## src/rtl/key_conditioner_if.sv

```systemverilog
// key_conditioner_if
//   Bundle of the raw key inputs and the conditioned key outputs of
//   key_conditioner.
//   master : drives key_raw and observes the conditioned outputs.
//   slave  : the conditioner itself. It reads key_raw and drives the rest.
// Signals (all WIDTH bits, one bit per key)
//   key_raw       raw asynchronous key levels, active-high
//   key_clean     debounced level
//   key_rise      one-cycle pulse on a debounced 0->1
//   key_fall      one-cycle pulse on a debounced 1->0
//   key_toggle    toggle latch, flips on each key_rise
//   key_out       per-key select between key_toggle and key_clean
//   key_settling  high while that key's debounce counter is non-zero
interface key_conditioner_if #(
  parameter int WIDTH = 8
);
  logic [WIDTH-1:0] key_raw;
  logic [WIDTH-1:0] key_clean;
  logic [WIDTH-1:0] key_rise;
  logic [WIDTH-1:0] key_fall;
  logic [WIDTH-1:0] key_toggle;
  logic [WIDTH-1:0] key_out;
  logic [WIDTH-1:0] key_settling;

  modport master (
    output key_raw,
    input  key_clean, key_rise, key_fall, key_toggle, key_out, key_settling
  );

  modport slave (
    input  key_raw,
    output key_clean, key_rise, key_fall, key_toggle, key_out, key_settling
  );
endinterface

```

## src/rtl/key_conditioner.sv

```systemverilog
// key_conditioner
//   Input stage for board keys. Each key is synchronised through two flops
//   and debounced independently. The block then produces a clean level,
//   one-cycle rise/fall pulses and a toggle latch for every key.
//   key_out selects the toggle latch for bits set in TOGGLE_MASK, so those
//   keys behave as latched switches. Every other bit of key_out is the
//   clean level.
// Ports
//   clock   in   system clock, rising edge
//   reset   in   synchronous, active-low
//   kif     key_conditioner_if.slave (key_raw in; all conditioned outputs out)
module key_conditioner #(
  parameter int               WIDTH           = 8,
  parameter int               DEBOUNCE_CYCLES = 270000,
  parameter logic [WIDTH-1:0] TOGGLE_MASK     = WIDTH'(8'h08)
) (
  input  logic              clock,
  input  logic              reset,
  key_conditioner_if.slave  kif
);

  localparam int               CNT_W    = $clog2(DEBOUNCE_CYCLES + 1);
  // Terminal count. A difference that is still present when the counter
  // sits here is accepted on this edge.
  localparam logic [CNT_W-1:0] CNT_LAST = CNT_W'(DEBOUNCE_CYCLES - 1);

  logic [WIDTH-1:0] sync1_r;
  logic [WIDTH-1:0] sync2_r;
  logic [WIDTH-1:0] clean_r;
  logic [WIDTH-1:0] rise_r;
  logic [WIDTH-1:0] fall_r;
  logic [WIDTH-1:0] toggle_r;
  logic [CNT_W-1:0] cnt_r [WIDTH];
  logic [WIDTH-1:0] settling_s;

  // Synchroniser, per-key debounce counters, clean level, edge pulses, toggle latches
  always_ff @(posedge clock) begin
    if (!reset) begin
      sync1_r  <= '0;
      sync2_r  <= '0;
      clean_r  <= '0;
      rise_r   <= '0;
      fall_r   <= '0;
      toggle_r <= '0;
      for (int i = 0; i < WIDTH; i++) begin
        cnt_r[i] <= '0;
      end
    end else begin
      sync1_r <= kif.key_raw;
      sync2_r <= sync1_r;
      for (int i = 0; i < WIDTH; i++) begin
        // Pulses last one cycle unless this edge accepts a new level.
        rise_r[i] <= 1'b0;
        fall_r[i] <= 1'b0;
        if (sync2_r[i] == clean_r[i]) begin
          // Agreement, or a bounce back before the terminal count, restarts the count.
          cnt_r[i] <= '0;
        end else if (cnt_r[i] == CNT_LAST) begin
          clean_r[i] <= sync2_r[i];
          cnt_r[i]   <= '0;
          rise_r[i]  <= sync2_r[i];
          fall_r[i]  <= ~sync2_r[i];
          if (sync2_r[i]) begin
            toggle_r[i] <= ~toggle_r[i];
          end else begin
            toggle_r[i] <= toggle_r[i];
          end
        end else begin
          cnt_r[i] <= cnt_r[i] + CNT_W'(1);
        end
      end
    end
  end

  // A key is settling while its counter holds a pending change
  always_comb begin
    settling_s = '0;
    for (int i = 0; i < WIDTH; i++) begin
      settling_s[i] = (cnt_r[i] != '0);
    end
  end

  assign kif.key_clean    = clean_r;
  assign kif.key_rise     = rise_r;
  assign kif.key_fall     = fall_r;
  assign kif.key_toggle   = toggle_r;
  assign kif.key_out      = (toggle_r & TOGGLE_MASK) | (clean_r & ~TOGGLE_MASK);
  assign kif.key_settling = settling_s;

endmodule

```

## src/flat_wrapper.sv

```systemverilog
// flat-port wrapper written by rule: the top's interface ports become plain ports
module key_conditioner_flat 
#(
  parameter int               WIDTH           = 8,
  parameter int               DEBOUNCE_CYCLES = 270000,
  parameter logic [WIDTH-1:0] TOGGLE_MASK     = WIDTH'(8'h08)
)
  (clock, reset, kif_key_raw, kif_key_clean, kif_key_rise, kif_key_fall, kif_key_toggle, kif_key_out, kif_key_settling);
  key_conditioner_if #(.WIDTH(WIDTH)) kif_i ();
  input  logic clock;
  input  logic reset;
  input wire logic [$bits(kif_i.key_raw)-1:0] kif_key_raw;
  output wire logic [$bits(kif_i.key_clean)-1:0] kif_key_clean;
  output wire logic [$bits(kif_i.key_rise)-1:0] kif_key_rise;
  output wire logic [$bits(kif_i.key_fall)-1:0] kif_key_fall;
  output wire logic [$bits(kif_i.key_toggle)-1:0] kif_key_toggle;
  output wire logic [$bits(kif_i.key_out)-1:0] kif_key_out;
  output wire logic [$bits(kif_i.key_settling)-1:0] kif_key_settling;
  assign kif_i.key_raw = kif_key_raw;
  assign kif_key_clean = kif_i.key_clean;
  assign kif_key_rise = kif_i.key_rise;
  assign kif_key_fall = kif_i.key_fall;
  assign kif_key_toggle = kif_i.key_toggle;
  assign kif_key_out = kif_i.key_out;
  assign kif_key_settling = kif_i.key_settling;
  key_conditioner #(.WIDTH(WIDTH), .DEBOUNCE_CYCLES(DEBOUNCE_CYCLES), .TOGGLE_MASK(TOGGLE_MASK)) u_core (.clock(clock), .reset(reset), .kif(kif_i));
endmodule
```

## config.mk

```make
export PLATFORM = sky130hd
export DESIGN_NAME = key_conditioner_flat
export DESIGN_NICKNAME = d
export VERILOG_FILES = /design/src/rtl/key_conditioner_if.sv /design/src/rtl/key_conditioner.sv /design/src/flat_wrapper.sv
export SDC_FILE = /design/constraint.sdc
export NUM_CORES = 1
export LEC_CHECK = 0
export ABC_CLOCK_PERIOD_IN_PS = 2500
export CELL_PAD_IN_SITES_DETAIL_PLACEMENT = 1
export CELL_PAD_IN_SITES_GLOBAL_PLACEMENT = 2
export CORE_MARGIN = 2
export CORE_UTILIZATION = 43
export CTS_BUF_LIST = sky130_fd_sc_hd__clkbuf_8
export CTS_CLUSTER_DIAMETER = 40
export DETAILED_ROUTE_END_ITERATION = 8
export DONT_BUFFER_PORTS = 1
export PLACE_DENSITY = 0.81
export SLEW_MARGIN = 20
export SYNTH_ARGS = -nofsm -noshare
export SYNTH_HDL_FRONTEND = slang
export SYNTH_SLANG_ARGS = --single-unit
```

## constraint.sdc

```tcl
create_clock -name clock -period 2.5 [get_ports clock]
set_input_delay 0.5 -clock clock [delete_from_list [all_inputs] [get_ports clock]]
set_output_delay 0.5 -clock clock [all_outputs]
set_load 0.005 [all_outputs]
```

-- Word level (Yosys, flattened, before mapping)
Memory sizes are Yosys's and may differ from the RTL's.
Index checks and enable logic that the tools add are counted.
- flip-flop bits (word level): 48
- memory bits (writable): 152
- bits of input ports: 10
- logic and storage cells: 262
- memories: 1
- memories (name ; depth ; bits a word ; rd ports ; clocked after memory_dff ; write ports ; RTL line ; text):
    u_core.cnt_r ; 8 ; 19 ; 8 ; 0 ; 8 ; key_conditioner.sv:33 ; logic [CNT_W-1:0] cnt_r [WIDTH];
- $add $sub $neg: 8
- equality and inequality tests: 16
- multiplexer cells: 113
- bitwise gates (word level): 58
- reduce and logical (&&, ||, !) cells: 32
- operators by type and width (cell ; number):
    two-way mux 19 bit ; 24
    adder 19 x 1 -> 19 bit (second input constant) ; 8
    equality test 19 bit (second input constant) ; 8
    nonzero test 19 bit ; 8
    two-way mux 1 bit ; 89
    NOT 1 bit ; 33
    bitwise OR 1 bit ; 24
    AND reduction 3 bit ; 8
    OR reduction 3 bit ; 8
    AND reduction 2 bit ; 8
    equality test 1 bit ; 8
    bitwise OR 4 x 8 -> 8 bit ; 1

-- Logic depth before layout (Yosys ltp)
- depth in word-level cells: 7
- depth in mapped cells: 7
- gate-level depth less buffers: 5

-- Least setup slack after synthesis
Ideal clock, no wire load.
- path kind: register -> register
- start: memory u_core.cnt_r[1][19] (netlist bit)
- end: memory u_core.cnt_r[1][30] (netlist bit) (data pin)
- library setup time: 0.254 ns
- arrival: 1.890 ns
- required time: 2.246 ns
- setup slack: 0.355 ns
- cell stages (with the launch flop): 7
- cell sequence: edfxtp_1 > ha_1 > nand4_4 > or4_4 > o21ai_2 > buf_4 > nor2_1
- RTL lines (what ; RTL line):
    from (decl) ; key_conditioner.sv:33

==> flow_summary_export.csv <==
group,metric,value,unit
outcome,run_status,"finished clean",
detailed_routing,routedWlPerCell,14.82,µm
min_path,hp-start,"kif_key_raw[5]",
power_and_ir_drop,power_leakage,4.095,nW
yosys,synth_top_cells_by_area,"edfxtp_1, dfxtp_1, xnor2_1, nor2_1, nor4_1",
yosys,yosys_warnings,0,
layout,fillers,2782,
yosys,synth_top_family_by_area,"simple AND/OR/NAND/NOR gates",
power_and_ir_drop,p_clk_share,34.3,%
die,die_x,160.5,µm
worst_setup_path,crit_required,2.00,ns
global_route,grt_pass1_wl,38.63,mm
cts,clock-sinks,200,
worst_setup_path,reg2reg_from,"u_core.cnt_r[0][57]$_SDFFCE_PN0P_",
yosys,ys_ff_latch,200,
power_and_ir_drop,power_switching,1.470,mW
sta,rsz0062_at_grt,"true",
sta,worst_slew_pin_slew,0.5234,ns
sta,layout_min_cycle_time,2.398,ns
yosys,yosys.area.top_type,"edfxtp_1",
min_path,hp-class,"input pin to flop",
detailed_routing,drt_iter0_drc,370,
min_path,min_path_cells,1,
layout,post-route-util,49.93,%
yosys,avgSynthCellArea,10.09,µm²
worst_setup_path,rr_endpoint,"u_core.cnt_r[0][69]$_SDFFCE_PN0P_",
sta,finClkSkew,0.01983,ns
worst_setup_path,cp-end-kind,"output pin",
place,hpwl,16.69,mm
yosys,netlist-cell-type-count,45,
worst_setup_path,cpPeakStageDelay,0.56,ns
detailed_routing,wirelength,22.86,mm
die,initial_utilization,43.55,%
place,place.gp.congestion,0.7978,
yosys,synth_area,0.01053,mm²
power_and_ir_drop,ir_worst_vdd,0.2551,mV
layout,finalNetCount,1231,
sta,hold_viol_final,0,
layout,multi_input_area,0.005276,mm²
place,pre_cts_ws,0.2973,ns
flow_run,max_cap_violations,0,
cts,cts_buffer_depth,2,
worst_setup_path,r2r_cells,7,
sta,period_share,95.92,%
power_and_ir_drop,power_density,523.1,mW/mm²
cts,cts_tree,"built",
detailed_routing,viasPerCell,5.101,
yosys,yosys.area_share.xor_xnor,9.317,%
die,core_area,0.02418,mm²
global_route,antenna_found_initial,0,
cts,cts_max_level,4,
worst_setup_path,cp_slowest_cell,"or4_1",
layout,antennaDiodeCount,0,
cts,postCtsHoldBufs,0,
die,fp.dieH,160.5,µm
worst_setup_path,path_class,"flop to output pin",
yosys,synth_compound_area_share,4.682,%
layout,syn2layout_area_growth,14.64,%
power_and_ir_drop,netSwitchingFraction,23.28,%
worst_setup_path,critical_path_buf_inv_count,0,
sta,slew_viol_final,0,
detailed_routing,firstDrtPassIters,5,
yosys,synth-simple-area-share,26.98,%
power_and_ir_drop,power_frac_comb,4.8,%
yosys,synth_top_area_share,43.35,%
worst_setup_path,reg2reg_slack,0.27,ns
worst_setup_path,startpoint,"u_core.cnt_r[1][62]$_SDFFCE_PN0P_",
global_route,grtUsageTotal,18.32,%
worst_setup_path,critical_path.top_delay_family,"simple AND/OR/NAND/NOR gates",
yosys,synthMuxAreaShare,0.8556,%
power_and_ir_drop,p_int,4.844,mW
cts,clk_latency,0.46,ns
cts,cts_root_buf,"clkbuf_8",
yosys,synth_seq_area_share,52.48,%
sta,max_freq,0.4170,GHz
worst_setup_path,cp-start-kind,"flop",
die,die_area,0.02575,mm²
worst_setup_path,crit_chain,"or4_1 -> nor4b_1 -> nand2_1",
cts,path_clk_slew,0.10,ns
worst_setup_path,arrival,1.90,ns
place,io_buffers,0,
power_and_ir_drop,p_seq_share,60.9,%
yosys,synthAdderAreaFrac,1.901,%
global_route,grt_pass1_vias,7710,
min_path,whs_endpoint,"u_core.sync1_r[5]$_SDFF_PN0_",
layout,seqCellArea,0.005525,mm²
global_route,grt_max_degree,51,
sta,setup_viol,0,
detailed_routing,drc,0,
sta,setup_ws,0.1021,ns
worst_setup_path,critPathMaxFanout,6,
die,pin_count,58,
detailed_routing,ant_nets,0,
sta,relSlewSlack,64.78,%
cts,cts_buffers,17,
layout,drive_gt1_share,7.635,%
global_route,grt_overflow,0,
die,fp-row-count,57,
detailed_routing,vias,7866,
yosys,synthCells,1043,
power by group through the flow:
stage | clock network [mW] | logic (mW) | registers, mW
6_report | 2.17 | 0.303 | 3.84
5_1_grt | 2.37 | 0.352 | 3.87
4_1_cts | 2.27 | 0.289 | 3.84
3_3_place_gp | 0 | 0.271 | 3.92
2_1_floorplan | 0 | 0.251 | 3.85
3_5_place_dp | 0 | 0.274 | 3.92
worst max path at each step:
| stage | to | slack [ns] | depth (start not counted) |
|---|---|---|---|
| finish | kif_key_settling[7] | 0.10 | 3 |
| global route | kif_key_settling[6] | -0.02 | 4 |
| CTS | kif_key_settling[2] | 0.02 | 5 |
| detailed placement | u_core.cnt_r[0][69]$_SDFFCE_PN0P_ | 0.30 | 6 |
| global placement | u_core.cnt_r[1][35]$_SDFFCE_PN0P_ | 0.36 | 6 |
| floorplan | u_core.cnt_r[1][30]$_SDFFCE_PN0P_ | 0.36 | 6 |
kinds of logic (layout without fill, tap and decap cells):
group,count (synthesis),in the layout
buffers and inverters,91,115
adders and majority gates,16,16
muxes,9,9
DFF,200,200
other,1,152
and+or+nand+nor,534,534
AOI/OAI and AO/OA,80,80
xor gates and xnor gates,112,112
cell usage in the layout (no fill, tap or decap), types with 11 or more instances in the layout:
cell type  instances
and2_1            17
buf_4             35
o21ai_0           17
inv_1             49
nor4_1            54
a21oi_1           31
ha_1              15
nand4_1           42
edfxtp_1         152
xor2_1            33
nand2_1           58
or3_1             27
o31ai_1           12
nor3_1            21
nor2b_1           14
and4_1            11
clkbuf_8          22
or4_1             15
nor2_1           159
xnor2_1           79
nand3_1           58
dfxtp_1           48
and3_1            22
conb_1           152
flip-flops by register name, summed over array words and instances (netlist names):
name and cells:
u_core.kif.key_toggle 8, u_core.kif.key_rise 8, u_core.sync1_r 8, u_core.kif.key_clean 8, u_core.sync2_r 8, u_core.cnt_r 152, u_core.kif.key_fall 8
worst register-to-register path, delay by kind of cell, from the launching register on:
family	cells	cell delay, ns
adders and majority gates	1	0.25
and+or+nand+nor	3	0.87
DFF	1	0.35
AOI/OAI and AO/OA	1	0.13
buffers and inverters	2	0.38
layout make-up:
| class | count | share of cell area [%] |
|---|---|---|
| clock inverters | 10 | 0.9744 |
| flip-flops and latches | 200 | 45.78 |
| well taps | 324 | 3.359 |
| inverters | 48 | 1.493 |
| multi-input cells | 903 | 43.71 |
| repair buffers | 35 | 2.177 |
| clock buffers | 22 | 2.509 |
synth_stat cells (all sizes together):
library cell  count
a31oi             2
o221ai            2
conb              1
nor3b             3
and4             11
mux2i             9
o41ai             1
nand4            46
o211ai            2
nor3             21
nand2b            7
and3             22
nor4b             4
or4b              4
o21ai            24
dfxtp            48
inv              48
nand4b            1
nor2b            14
clkbuf           20
edfxtp          152
buf              23
and2             17
ha               16
o21a              6
o31ai            12
nor4bb            2
nand3            58
xor2             33
or4              17
xnor2            79
a21oi            31
or3              27
nand2            59
nor2            159
nor4             62
per-layer routing:
| layer | track usage (%) | wire length [µm] | vias up |
|---|---|---|---|
| li1 | - | - | 3951 |
| met1 | 24.57 | 10950 | 3843 |
| met2 | 30.82 | 11220 | 63 |
| met3 | 3.409 | 534 | 9 |
| met4 | 4.423 | 147 | 0 |
| met5 | 0 | 0 | - |
per-stage QoR:
stage | power [mW] | hold WS [ns] | TNS [ns] | cells | area [µm²]
4_1_cts | 6.405 | 0.1260 | 0 | 1536 | 11960
3_3_place_gp | 4.187 | 0.4185 | 0 | 1494 | 11430
6_report | 6.314 | 0.1639 | 0 | 1542 | 12070
2_1_floorplan | 4.106 | 0.4119 | 0 | 1194 | 11100
5_1_grt | 6.597 | 0.1223 | -0.03070 | 1542 | 12070
3_5_place_dp | 4.195 | 0.4241 | 0 | 1494 | 11430
timing repair:
item | 4_1_cts | 5_1_grt
setup endpoints to repair | 7 | 5
buffers inserted | 10 | 6
pin swaps | 6 | 4
resized for setup | 7 | 10
Power figures use the tool's default switching activity.
